File: src/rtl/vmx_pkg.sv
// Shared definitions for the vector-multiply execute path: default geometry,
// product width derivation and result-collector FSM encoding.
package vmx_pkg;

   localparam int unsigned ARRAY_SIZE_DEF     = 4;
   localparam int unsigned VECTORS_BITLEN_DEF = 16;
   localparam int unsigned FRAME_BITLEN_DEF   = 16;

   typedef enum logic [1:0] {
      IDLE  = 2'd0,
      FETCH = 2'd1,
      EMIT  = 2'd2
   } vmx_state_e;

   // A full-precision product of two operands needs twice the operand width.
   function automatic int unsigned product_bitlen(input int unsigned vec_bitlen);
      return 2 * vec_bitlen;
   endfunction

endpackage

File: src/rtl/util_shift_unloader.sv
// Parallel-load shift register: captures a packed row of NUM_ELEMS elements and
// shifts one element toward lane 0 per shift pulse; lane 0 is presented on dout.
module util_shift_unloader #(
   parameter int unsigned ELEM_W    = 32,
   parameter int unsigned NUM_ELEMS = 4
) (
   input  logic                        clk,
   input  logic                        rst_n,
   input  logic                        load,
   input  logic [ELEM_W*NUM_ELEMS-1:0] din,
   input  logic                        shift,
   output logic [ELEM_W-1:0]           dout
);

   localparam int unsigned ROW_W = ELEM_W * NUM_ELEMS;

   logic [ROW_W-1:0] row_q;

   always_ff @(posedge clk) begin
      if (!rst_n) begin
         row_q <= '0;
      end else if (load) begin
         row_q <= din;
      end else if (shift) begin
         row_q <= row_q >> ELEM_W;
      end
   end

   assign dout = row_q[ELEM_W-1:0];

endmodule

File: src/rtl/vmx_result_collector.sv
// Drains packed product rows from the eaq FIFO and serializes them, lane 0 first,
// onto a valid/ready stream with frame framing on m_tlast.
module vmx_result_collector
   import vmx_pkg::*;
#(
   parameter  int unsigned ARRAY_SIZE     = ARRAY_SIZE_DEF,
   parameter  int unsigned VECTORS_BITLEN = VECTORS_BITLEN_DEF,
   parameter  int unsigned FRAME_BITLEN   = FRAME_BITLEN_DEF,
   localparam int unsigned PRODUCT_BITLEN = product_bitlen(VECTORS_BITLEN)
) (
   input  logic                                 clk,
   input  logic                                 rst_n,
   input  logic [PRODUCT_BITLEN*ARRAY_SIZE-1:0] eaq_fifo_dout,
   input  logic                                 eaq_fifo_empty,
   output logic                                 eaq_fifo_rden,
   input  logic [FRAME_BITLEN-1:0]              frame_len,
   output logic [PRODUCT_BITLEN-1:0]            m_tdata,
   output logic                                 m_tvalid,
   input  logic                                 m_tready,
   output logic                                 m_tlast,
   output logic                                 busy,
   output logic                                 frame_done
);

   localparam int unsigned LANE_W = (ARRAY_SIZE > 1) ? $clog2(ARRAY_SIZE) : 1;
   localparam logic [LANE_W-1:0] LAST_LANE = LANE_W'(ARRAY_SIZE - 1);

   vmx_state_e              state;
   vmx_state_e              state_nxt;
   logic [LANE_W-1:0]       lane;
   logic [FRAME_BITLEN-1:0] row_cnt;
   logic [FRAME_BITLEN-1:0] frame_len_q;
   logic                    load;
   logic                    beat;
   logic                    row_end;

   assign load     = (state == FETCH);
   assign m_tvalid = (state == EMIT);
   assign busy     = (state != IDLE);
   assign beat     = m_tvalid & m_tready;
   assign row_end  = beat & (lane == LAST_LANE);
   assign m_tlast  = m_tvalid & (lane == LAST_LANE)
                   & (row_cnt == (frame_len_q - FRAME_BITLEN'(1)));

   always_ff @(posedge clk) begin
      if (!rst_n) begin
         state <= IDLE;
      end else begin
         state <= state_nxt;
      end
   end

   // The final beat of a row pops the next one early so FETCH overlaps the drain.
   always_comb begin
      state_nxt     = state;
      eaq_fifo_rden = 1'b0;
      case (state)
         IDLE: begin
            eaq_fifo_rden = ~eaq_fifo_empty;
            if (!eaq_fifo_empty) begin
               state_nxt = FETCH;
            end
         end
         FETCH: begin
            state_nxt = EMIT;
         end
         EMIT: begin
            if (row_end) begin
               eaq_fifo_rden = ~eaq_fifo_empty;
               state_nxt     = eaq_fifo_empty ? IDLE : FETCH;
            end
         end
         default: begin
            state_nxt = IDLE;
         end
      endcase
   end

   // Lane/row bookkeeping; frame length is only sampled at the first row of a frame.
   always_ff @(posedge clk) begin
      if (!rst_n) begin
         lane        <= '0;
         row_cnt     <= '0;
         frame_len_q <= '0;
         frame_done  <= 1'b0;
      end else begin
         frame_done <= beat & m_tlast;
         if (load) begin
            lane <= '0;
            if (row_cnt == '0) begin
               frame_len_q <= (frame_len == '0) ? FRAME_BITLEN'(1) : frame_len;
            end
         end else if (beat) begin
            if (lane != LAST_LANE) begin
               lane <= lane + LANE_W'(1);
            end else begin
               row_cnt <= m_tlast ? '0 : row_cnt + FRAME_BITLEN'(1);
            end
         end
      end
   end

   util_shift_unloader #(
      .ELEM_W    (PRODUCT_BITLEN),
      .NUM_ELEMS (ARRAY_SIZE)
   ) u_unloader (
      .clk   (clk),
      .rst_n (rst_n),
      .load  (load),
      .din   (eaq_fifo_dout),
      .shift (beat),
      .dout  (m_tdata)
   );

endmodule

File: config.mk
export PLATFORM = sky130hd
export DESIGN_NAME = vmx_result_collector
export DESIGN_NICKNAME = d
export VERILOG_FILES = /design/src/rtl/vmx_pkg.sv /design/src/rtl/util_shift_unloader.sv /design/src/rtl/vmx_result_collector.sv
export SDC_FILE = /design/constraint.sdc
export NUM_CORES = 1
export LEC_CHECK = 0
export ABC_AREA = 1
export CORE_MARGIN = 3
export CORE_UTILIZATION = 50
export CTS_BUF_LIST = sky130_fd_sc_hd__clkbuf_16
export CTS_CLUSTER_DIAMETER = 30
export DETAILED_ROUTE_END_ITERATION = 16
export PLACE_DENSITY = 0.8
export SLEW_MARGIN = 20
export SYNTH_ARGS = -nofsm -noshare
export SYNTH_HDL_FRONTEND = slang
export SYNTH_SLANG_ARGS = --single-unit
File: constraint.sdc
create_clock -name clk -period 2.65 [get_ports clk]
set_clock_uncertainty 0.15 [all_clocks]
set_input_delay 0.53 -clock clk [delete_from_list [all_inputs] [get_ports clk]]
set_output_delay 0.53 -clock clk [all_outputs]
set_load 0.01 [all_outputs]
== Word level (Yosys, flattened, before mapping) ==
Index checks and enable logic that the tools add are counted.

* Add/sub/neg operators: 3
* Eq/ne operators: 7
* Muxes and demuxes: 10
* Bitwise logic cells: 9
* Reductions and logical operators: 10

{| class="wikitable"
|+ Operators by type and width
! kind !! count
|-
| $mux 128 || 2
|-
| $logic_not 16->1 || 2
|-
| $mux 16 || 2
|-
| $add 16x1->16 const B || 1
|-
| $eq 16x16->1 || 1
|-
| $sub 16x1->16 const B || 1
|-
| $pmux 2 s3 || 1
|-
| $reduce_and 2->1 || 3
|-
| $and 1x1->1 || 5
|-
| $eq 2x2->1 const B || 2
|-
| $mux 2 || 2
|-
| $ne 2x2->1 const B || 2
|-
| $not 1->1 || 4
|-
| $reduce_bool 2->1 || 2
|-
| $reduce_and 3->1 || 1
|-
| $add 2x1->2 const B || 1
|-
| $eq 2x1->1 const B || 1
|-
| $logic_not 2->1 || 1
|-
| $mux 1 || 2
|-
| $ne 2x1->1 const B || 1
|-
| $pmux 1 s2 || 1
|-
| $reduce_or 2->1 || 1
|}

* Register bits: 165
* Input port bits: 148
* Output and inout port bits: 37
* Logic and storage cells: 45

== Longest topological paths before layout ==
Gate-level depths: netlist of run 1.

* Word-level depth: 5
* Mapped depth: 14
* Depth with buffers taken out: 14

== By module ==
A second synthesis of run 1 with hierarchy kept.

* Cell total of the unflattened synthesis: 1382
* Area total of the unflattened synthesis: 8703.3 µm²

{| class="wikitable"
|+ By module, submodules not included
! module !! instances !! cells each !! area an instance (µm²) !! seq. area each (µm²)
|-
| util_shift_unloader || 1 || 962 || 6097.1 || 2562.5
|-
| vmx_result_collector || 1 || 420 || 2606.2 || 740.7
|}

== Least setup slack after synthesis of run 1 ==
Ideal clock, no wire load.

* Path kind: reg2out
* Start point: register frame_len_q[0]
* End point: output m_tlast
* Data arrival time: 1571 ps
* Data required time: 1970 ps
* Setup slack: 399 ps
* Stages on the path, launching flop included: 11
* Cell sequence: dfxtp_1 inv_1 ha_1 nand2_4 nor2_4 nand2_1 xor2_1 nand2_1 nor2_1 nand3_1 nor2_1

* Cells in the longest elaborated chain, start to end: 3

{| class="wikitable"
|+ Ends and longest elaborated chain
! what !! line !! source
|-
| start, declared || vmx_result_collector.sv:32 || <nowiki>logic [FRAME_BITLEN-1:0] frame_len_q;</nowiki>
|-
| start signal, assigned || vmx_result_collector.sv:91 || <nowiki>frame_len_q <= (frame_len == '0) ? FRAME_BITLEN'(1) : frame_len;</nowiki>
|-
| $sub 16x1->16 || vmx_result_collector.sv:43 || <nowiki>& (row_cnt == (frame_len_q - FRAME_BITLEN'(1)));</nowiki>
|-
| $eq 16x16->1 || vmx_result_collector.sv:43 ||
|-
| $and 1x1->1 || vmx_result_collector.sv:43 ||
|-
| end, declared || vmx_result_collector.sv:20 || <nowiki>output logic m_tlast,</nowiki>
|}

Every way passes these cells.

== Worst setup path after layout of run 1 ==
Same ends and word-level chain as after synthesis.

==> results of run 1 <==
[synthesized netlist by cell type (2+ instances only)]
library cell	count
nand2_4	2
a31oi_1	32
buf_4	32
nor2_2	14
nand2_1	373
buf_1	7
o211ai_1	2
xnor2_1	2
nand4_1	5
o21ai_0	38
and2_1	2
inv_2	3
nand3_2	4
clkbuf_1	40
xor2_1	15
nand2_2	7
nor2_1	110
nor3_1	3
dfxtp_1	165
nor2_4	6
nor4_1	7
nand3_1	25
a21oi_1	58
a311oi_1	64
o21bai_1	3
buf_2	20
ha_1	4
inv_1	59
[layout make-up]
class                   instances  area (um2)  area share (%)
clock buffers                  17         425            3.98
clock inverters                15         230            2.16
multi-input cells             784        3920            36.7
repair buffers                234        2290            21.4
inverters                      62         235            2.20
flip-flops and latches        165        3310            31.0
well taps                     211         264            2.47
[routing by layer]
layer  GRT usage, %  wire (um)  vias up
met1           34.2      10100     3569
met3           5.47       1510       37
li1               -          -     3963
met5              0          0        -
met2           36.8       9830      278
met4           7.93        498        0
[through the flow]
stage          cell area (um2)  power, mW  util [%]  setup WS, ns  setup TNS (ns)
2_1_floorplan             7890       3.59         -         0.399               0
4_1_cts                  10600       6.84      69.1      0.000207               0
3_3_place_gp              9810       4.07      64.0       0.00628               0
6_report                 10700       6.87      69.7       -0.0241          -0.113
3_5_place_dp              9810       4.09      64.0       -0.0394         -0.0394
5_1_grt                  10700       7.16      69.7        -0.196           -1.84
[state kept, by name, summed over array words and instances (netlist names)]
signal            cells
frame_done            1
frame_len_q          16
lane                  2
row_cnt              16
state                 2
u_unloader.row_q    128
[tightest hold or removal path: stages, from the launching register on]
cell and delay (ns):
dfxtp_1 0.31, nand2_1 0.06, a21oi_1 0.05
[power by group through the flow]
stage / logic (mW) / clock network, mW / registers, mW
after global placement: 1.24 / 0 / 2.83
after CTS: 1.31 / 2.75 / 2.78
final: 1.36 / 2.73 / 2.78
after floorplan: 0.796 / 0 / 2.80
after global routing: 1.50 / 2.85 / 2.80
after detailed placement: 1.26 / 0 / 2.83
[repair_timing]
item                       in CTS  in global routing
resized for setup              13                 15
cloned                          0                  1
pin swaps                       5                 10
setup endpoints to repair       1                 16
setup buffers                  14                  5
[final timing paths]
| kind | to | depth (start not counted) |
|---|---|---|
| worst max-delay path | m_tlast | 11 |
| worst min-delay path | u_unloader.row_q[124]$_SDFFE_PN0P_ | 2 |
| worst max register to register | row_cnt[15]$_SDFFE_PN0P_ | 19 |
| worst min register to register | u_unloader.row_q[124]$_SDFFE_PN0P_ | 2 |
[cell families (layout without fill, tap and decap cells)]
kind of cell    after synthesis  after routing
fa+ha+maj                     4              4
flops                       165            165
compound gates              200            200
simple gates                562            563
buf+inv                     161            328
xor+xnor                     17             17
==> results.yml, run 1 <==
critical_path:
  critPathMaxFanout: 5
  cp_num_buf_inv: 2
  start_kind: "register"
  worstPathArrival_ns: 1.99
  crit_required_ns: 1.97
  crit_path_end_kind: "output port"
  worstSetupPathType: "reg -> out"
  cp_cell_sequence: "inv_2, ha_4, nand2_4, nor2_4, nand2_2, xor2_1, nand2_1, nor2_1, nand3_2, nor2_2, buf_2"
  r2r_start: "frame_len_q[0]$_SDFFE_PN0P_"
  cp_slowest_cell: "dfxtp_2"
  cp_slowest_stage_delay_ns: 0.32
  reg2reg_slack_ns: -0.02
  path_delay_family: "simple AND/OR/NAND/NOR gates"
  startpoint: "frame_len_q[0]$_SDFFE_PN0P_"
synth:
  synth-edff-count: 0
  synth_compound_area_share_pct: 16.5
  synth.largest_area_cell: "dfxtp_1"
  ys_types: 35
  synth.area.top_cells: "dfxtp_1 42%, nand2_1 18%, a311oi_1 7.1%, nor2_1 5.2%, a21oi_1 3.7%"
  netlist_area_um2: 7890
  synth_top_area_share_pct: 41.8
  yosys.area_share.xor_xnor_pct: 1.89
  seq_area_frac_synth_pct: 41.8
  ys_ff_latch: 165
  syn_inst: 1109
  synthSimpleGateAreaFrac_pct: 29.7
  synthAdderAreaFrac_pct: 0.634
  synth_mux_area_share_pct: 0
  synthArstFlopShare_pct: 0
  syn-num-nets: 1261
  synth_warnings: 0
  synthFlopType: "dfxtp_1"
  syn_area_per_cell_um2: 7.12
  synth_top_family_by_area: "simple AND/OR/NAND/NOR gates"
pwr:
  internal-power_mw: 5.01
  p_per_area_nw_per_um2: 643
  power_frac_seq_pct: 40.5
  p_leak_nw: 4.08
  p_switching_mw: 1.86
  power.share.clock_pct: 39.7
  power_frac_comb_pct: 19.8
  netSwitchingFraction_pct: 27.1
  irDropWorstVdd_mv: 0.450
placement:
  gp_congestion: 0.939
  dp_hpwl_mm: 15.5
  portBuffers: 184
  dpl.cell_count: 1436
timing:
  min_period_over_period_pct: 101
  setup_viol: 6
  rsz0062_at_grt: "true"
  hold_violations: 0
  worst_slack_ns: -0.0241
  relSlewSlack_pct: 68.2
  fin_crit_ns: 2.67
  holdWs_ns: 0.311
  tightestPinTransition_ns: 0.476
  slew_violations: 0
  clock.fmax_mhz: 374
clocking:
  clockRootBuffer: "clkbuf_16"
  cts-hold-fix-buffers: 0
  cts_tree: "yes"
  clock-sinks: 165
  cts_made_buffers: 17
  clock_path_buffers: 2
  htree_num_levels: 4
  clock_latency_ns: 0.42
  clk_pin_slew_ns: 0.07
floorplan:
  dieArea_um2: 17300
  fp.dieH_um: 132
  start_util_pct: 51.5
  die_x_um: 132
  core_um2: 15300
  pin_count: 185
  rows: 45
global_routing:
  grt_pass1_vias: 7052
  grt_overflow: 0
  grtUsageTotal_pct: 24.2
  grt_antenna_before_repair: 0
  grt_max_degree: 111
  grt_pass1_wl_mm: 34.8
drt:
  detail-route-antenna-nets: 0
  routed_via_density: 5.27
  via_count: 7847
  remaining_drc_errors: 0
  route.final.wire_length_mm: 21.9
  drtIter0Drc: 566
  first_pass_iters: 5
  wl_per_cell_um: 14.7
layout:
  antenna_cells: 0
  instances_no_fill: 1488
  area_growth_pct: 35.3
  layout_common_cells: "371 x nand2_1, 182 x clkdlybuf4s50_1, 158 x dfxtp_1"
  nNetsFinal: 1416
  n_fill_cell: 1321
  final_common_cell: "nand2_1"
  drive_gt1_share_pct: 11.3
worst_hold_path:
  hp-class: "reg -> reg"
  hp-start: "u_unloader.row_q[124]$_SDFFE_PN0P_"
status:
  status: "finished, violations left"
  violations: "negative setup slack"
job:
  max_cap_violations: 0
Power figures use the tool's default switching activity.
==> run 2, diff against run 1 <==
==> constraint.sdc (replaced) <==
create_clock -name clk -period 2.65 [get_ports clk]
set_clock_uncertainty 0.15 [all_clocks]
set_input_delay 0.3975 -clock clk [delete_from_list [all_inputs] [get_ports clk]]
set_output_delay 0.3975 -clock clk [all_outputs]
set_load 0.01 [all_outputs]
==> run 2 against run 1 <==
  * The flow now finishes without violations
  * Hold slack about the same
  * Fmax rose by 4.0%
  * Cell count down 1.8%
  * Die area unchanged
  * Clock power decreased by 12%
  * Combinational power fell by 7%
  * Non-clock buffer count shrank 25
  * Critical path type unchanged
==> results.yml, run 2 (synthesis gave the netlist of run 1 again) <==
timing:
  setup_viol: 0
  slew_violations: 0
  hold_violations: 0
  worst_slack_ns: 0.0789
  rsz0062_at_grt: "true"
  min_period_over_period_pct: 97.0
  holdWs_ns: 0.311
  relSlewSlack_pct: 66.4
  tightestPinTransition_ns: 0.504
  clock.fmax_mhz: 389
  fin_crit_ns: 2.57
layout:
  largest_register_ffs: 128
  largest-register: "u_unloader.row_q"
  drive_gt1_share_pct: 8.00
  nNetsFinal: 1390
  layout_common_cells: "372 x nand2_1, 183 x clkdlybuf4s50_1, 163 x dfxtp_1"
  largest_registers: "u_unloader.row_q (128), frame_len_q (16), row_cnt (16)"
  antenna_cells: 0
  final_common_cell: "nand2_1"
  final_util_pct: 67.7
  stdcell_area_um2: 10400
  area_growth_pct: 31.3
global_routing:
  grt_overflow: 0
  grt_pass1_wl_mm: 34.6
  grtUsageTotal_pct: 24.2
  grt_pass1_vias: 6869
  grt_antenna_before_repair: 0
  grt_max_degree: 113
clocking:
  htree_num_levels: 4
  clk_pin_slew_ns: 0.06
  clockRootBuffer: "clkbuf_16"
  clock-sinks: 165
  clock_path_buffers: 2
  cts-hold-fix-buffers: 0
  cts_made_buffers: 17
  clock_latency_ns: 0.42
  cts_tree: "yes"
floorplan:
  core_um2: 15300
  dieArea_um2: 17300
  pin_count: 185
  fp.dieH_um: 132
  start_util_pct: 51.5
  rows: 45
  die_x_um: 132
pwr:
  p_leak_nw: 3.92
  power_frac_comb_pct: 19.7
  p_switching_mw: 1.74
  irDropWorstVdd_mv: 0.494
  power.share.clock_pct: 37.2
  internal-power_mw: 4.73
  power_frac_seq_pct: 43.0
  p_per_area_nw_per_um2: 624
  netSwitchingFraction_pct: 26.9
worst_hold_path:
  whs_endpoint: "u_unloader.row_q[98]$_SDFFE_PN0P_"
  hp-start: "u_unloader.row_q[98]$_SDFFE_PN0P_"
  holdPathStages: 2
  hp-class: "reg -> reg"
critical_path:
  reg2reg_slack_ns: 0.53
  worstPathArrival_ns: 2.02
  crit_path_end_kind: "output port"
  critPathMaxFanout: 2
  r2r-end: "row_cnt[10]$_SDFFE_PN0P_"
  r2r_start: "frame_len_q[4]$_SDFFE_PN0P_"
  reg2reg_depth: 12
  crit_required_ns: 2.10
  start_kind: "register"
  worstSetupPathType: "reg -> out"
job:
  max_cap_violations: 0
status:
  status: "finished clean"
drt:
  detail-route-antenna-nets: 0
  drtIter0Drc: 616
  route.final.wire_length_mm: 21.6
  remaining_drc_errors: 0
  via_count: 7622
  wl_per_cell_um: 14.8
  routed_via_density: 5.22
  first_pass_iters: 5
placement:
  dp_hpwl_mm: 15.6
  place_ws_ns: 0.0579
  gp_congestion: 0.923
  dpl-instance-area_um2: 9760
  portBuffers: 184
-- run 2: cell count changes in the layout (fill, tap and decap cells not counted), moves of 2 or more --
cell and delta:
clkinv_1 +2, inv_1 +3, nor2_1 +4, nor2_2 -2
buf_4 -26, clkinv_2 +2, clkinv_4 -5, nor2_4 -2
nand3_2 -2, dfxtp_1 +5, bufinv_16 -2, dfxtp_2 -5
-- run 2: worst max-delay path, stage by stage (launching register included) --
cell and delay [ns]:
dfxtp_2 0.35, inv_2 0.06, ha_4 0.25, xor2_1 0.13, nand3_1 0.13, a21oi_2 0.14, nand3_1 0.08, nor2_1 0.10
nand3_1 0.10, nor2_2 0.12, buf_2 0.13
-- run 2: cell type report --
| class | instances | area, um2 |
|---|---|---|
| inverter | 62 | 235 |
| clock inverter | 14 | 145 |
| tap | 211 | 264 |
| timing repair buffer | 209 | 2110 |
| sequential | 165 | 3310 |
| fill | 1301 | 4950 |
| multi-input combinational | 783 | 3870 |
| clock buffer | 17 | 425 |
-- run 2: repair_timing --
| action | 4_1_cts | 5_1_grt |
|---|---|---|
| pin swaps | 1 | 5 |
| endpoints found under the setup margin | 1 | 1 |
| setup buffers | 1 | 1 |
| gates resized for setup | 7 | 6 |
-- run 2: worst max path at each step --
stage                                 from      end  slack (ns)
2_1_floorplan  frame_len_q[0]$_SDFFE_PN0P_  m_tlast        0.53
5_1_grt        frame_len_q[1]$_SDFFE_PN0P_  m_tlast       -0.07
3_3_place_gp   frame_len_q[0]$_SDFFE_PN0P_  m_tlast        0.08
6_report       frame_len_q[1]$_SDFFE_PN0P_  m_tlast        0.08
4_1_cts        frame_len_q[0]$_SDFFE_PN0P_  m_tlast        0.03
3_5_place_dp   frame_len_q[0]$_SDFFE_PN0P_  m_tlast        0.06
-- run 2: metrics by stage --
step / power [mW] / setup TNS [ns] / std cells
5_1_grt: 6.75 / -0.0723 / 1461
3_3_place_gp: 4.07 / 0 / 1428
6_report: 6.46 / 0 / 1461
4_1_cts: 6.48 / 0 / 1460
2_1_floorplan: 3.59 / 0 / 1109
3_5_place_dp: 4.09 / 0 / 1428
-- run 2: power by group through the flow --
stage | logic [mW] | clock network, mW | registers (mW)
floorplan | 0.796 | 0 | 2.80
global placement | 1.25 | 0 | 2.83
detailed placement | 1.26 | 0 | 2.83
CTS | 1.27 | 2.43 | 2.78
global route | 1.42 | 2.53 | 2.80
finish | 1.27 | 2.41 | 2.78
-- run 2: routing by layer --
layer / global-route usage (%) / vias up / routed length, um
met5: 0 / - / 0
li1: - / 3894 / -
met1: 34.6 / 3434 / 10100
met3: 5.51 / 27 / 1440
met4: 6.88 / 0 / 376
met2: 36.6 / 267 / 9650
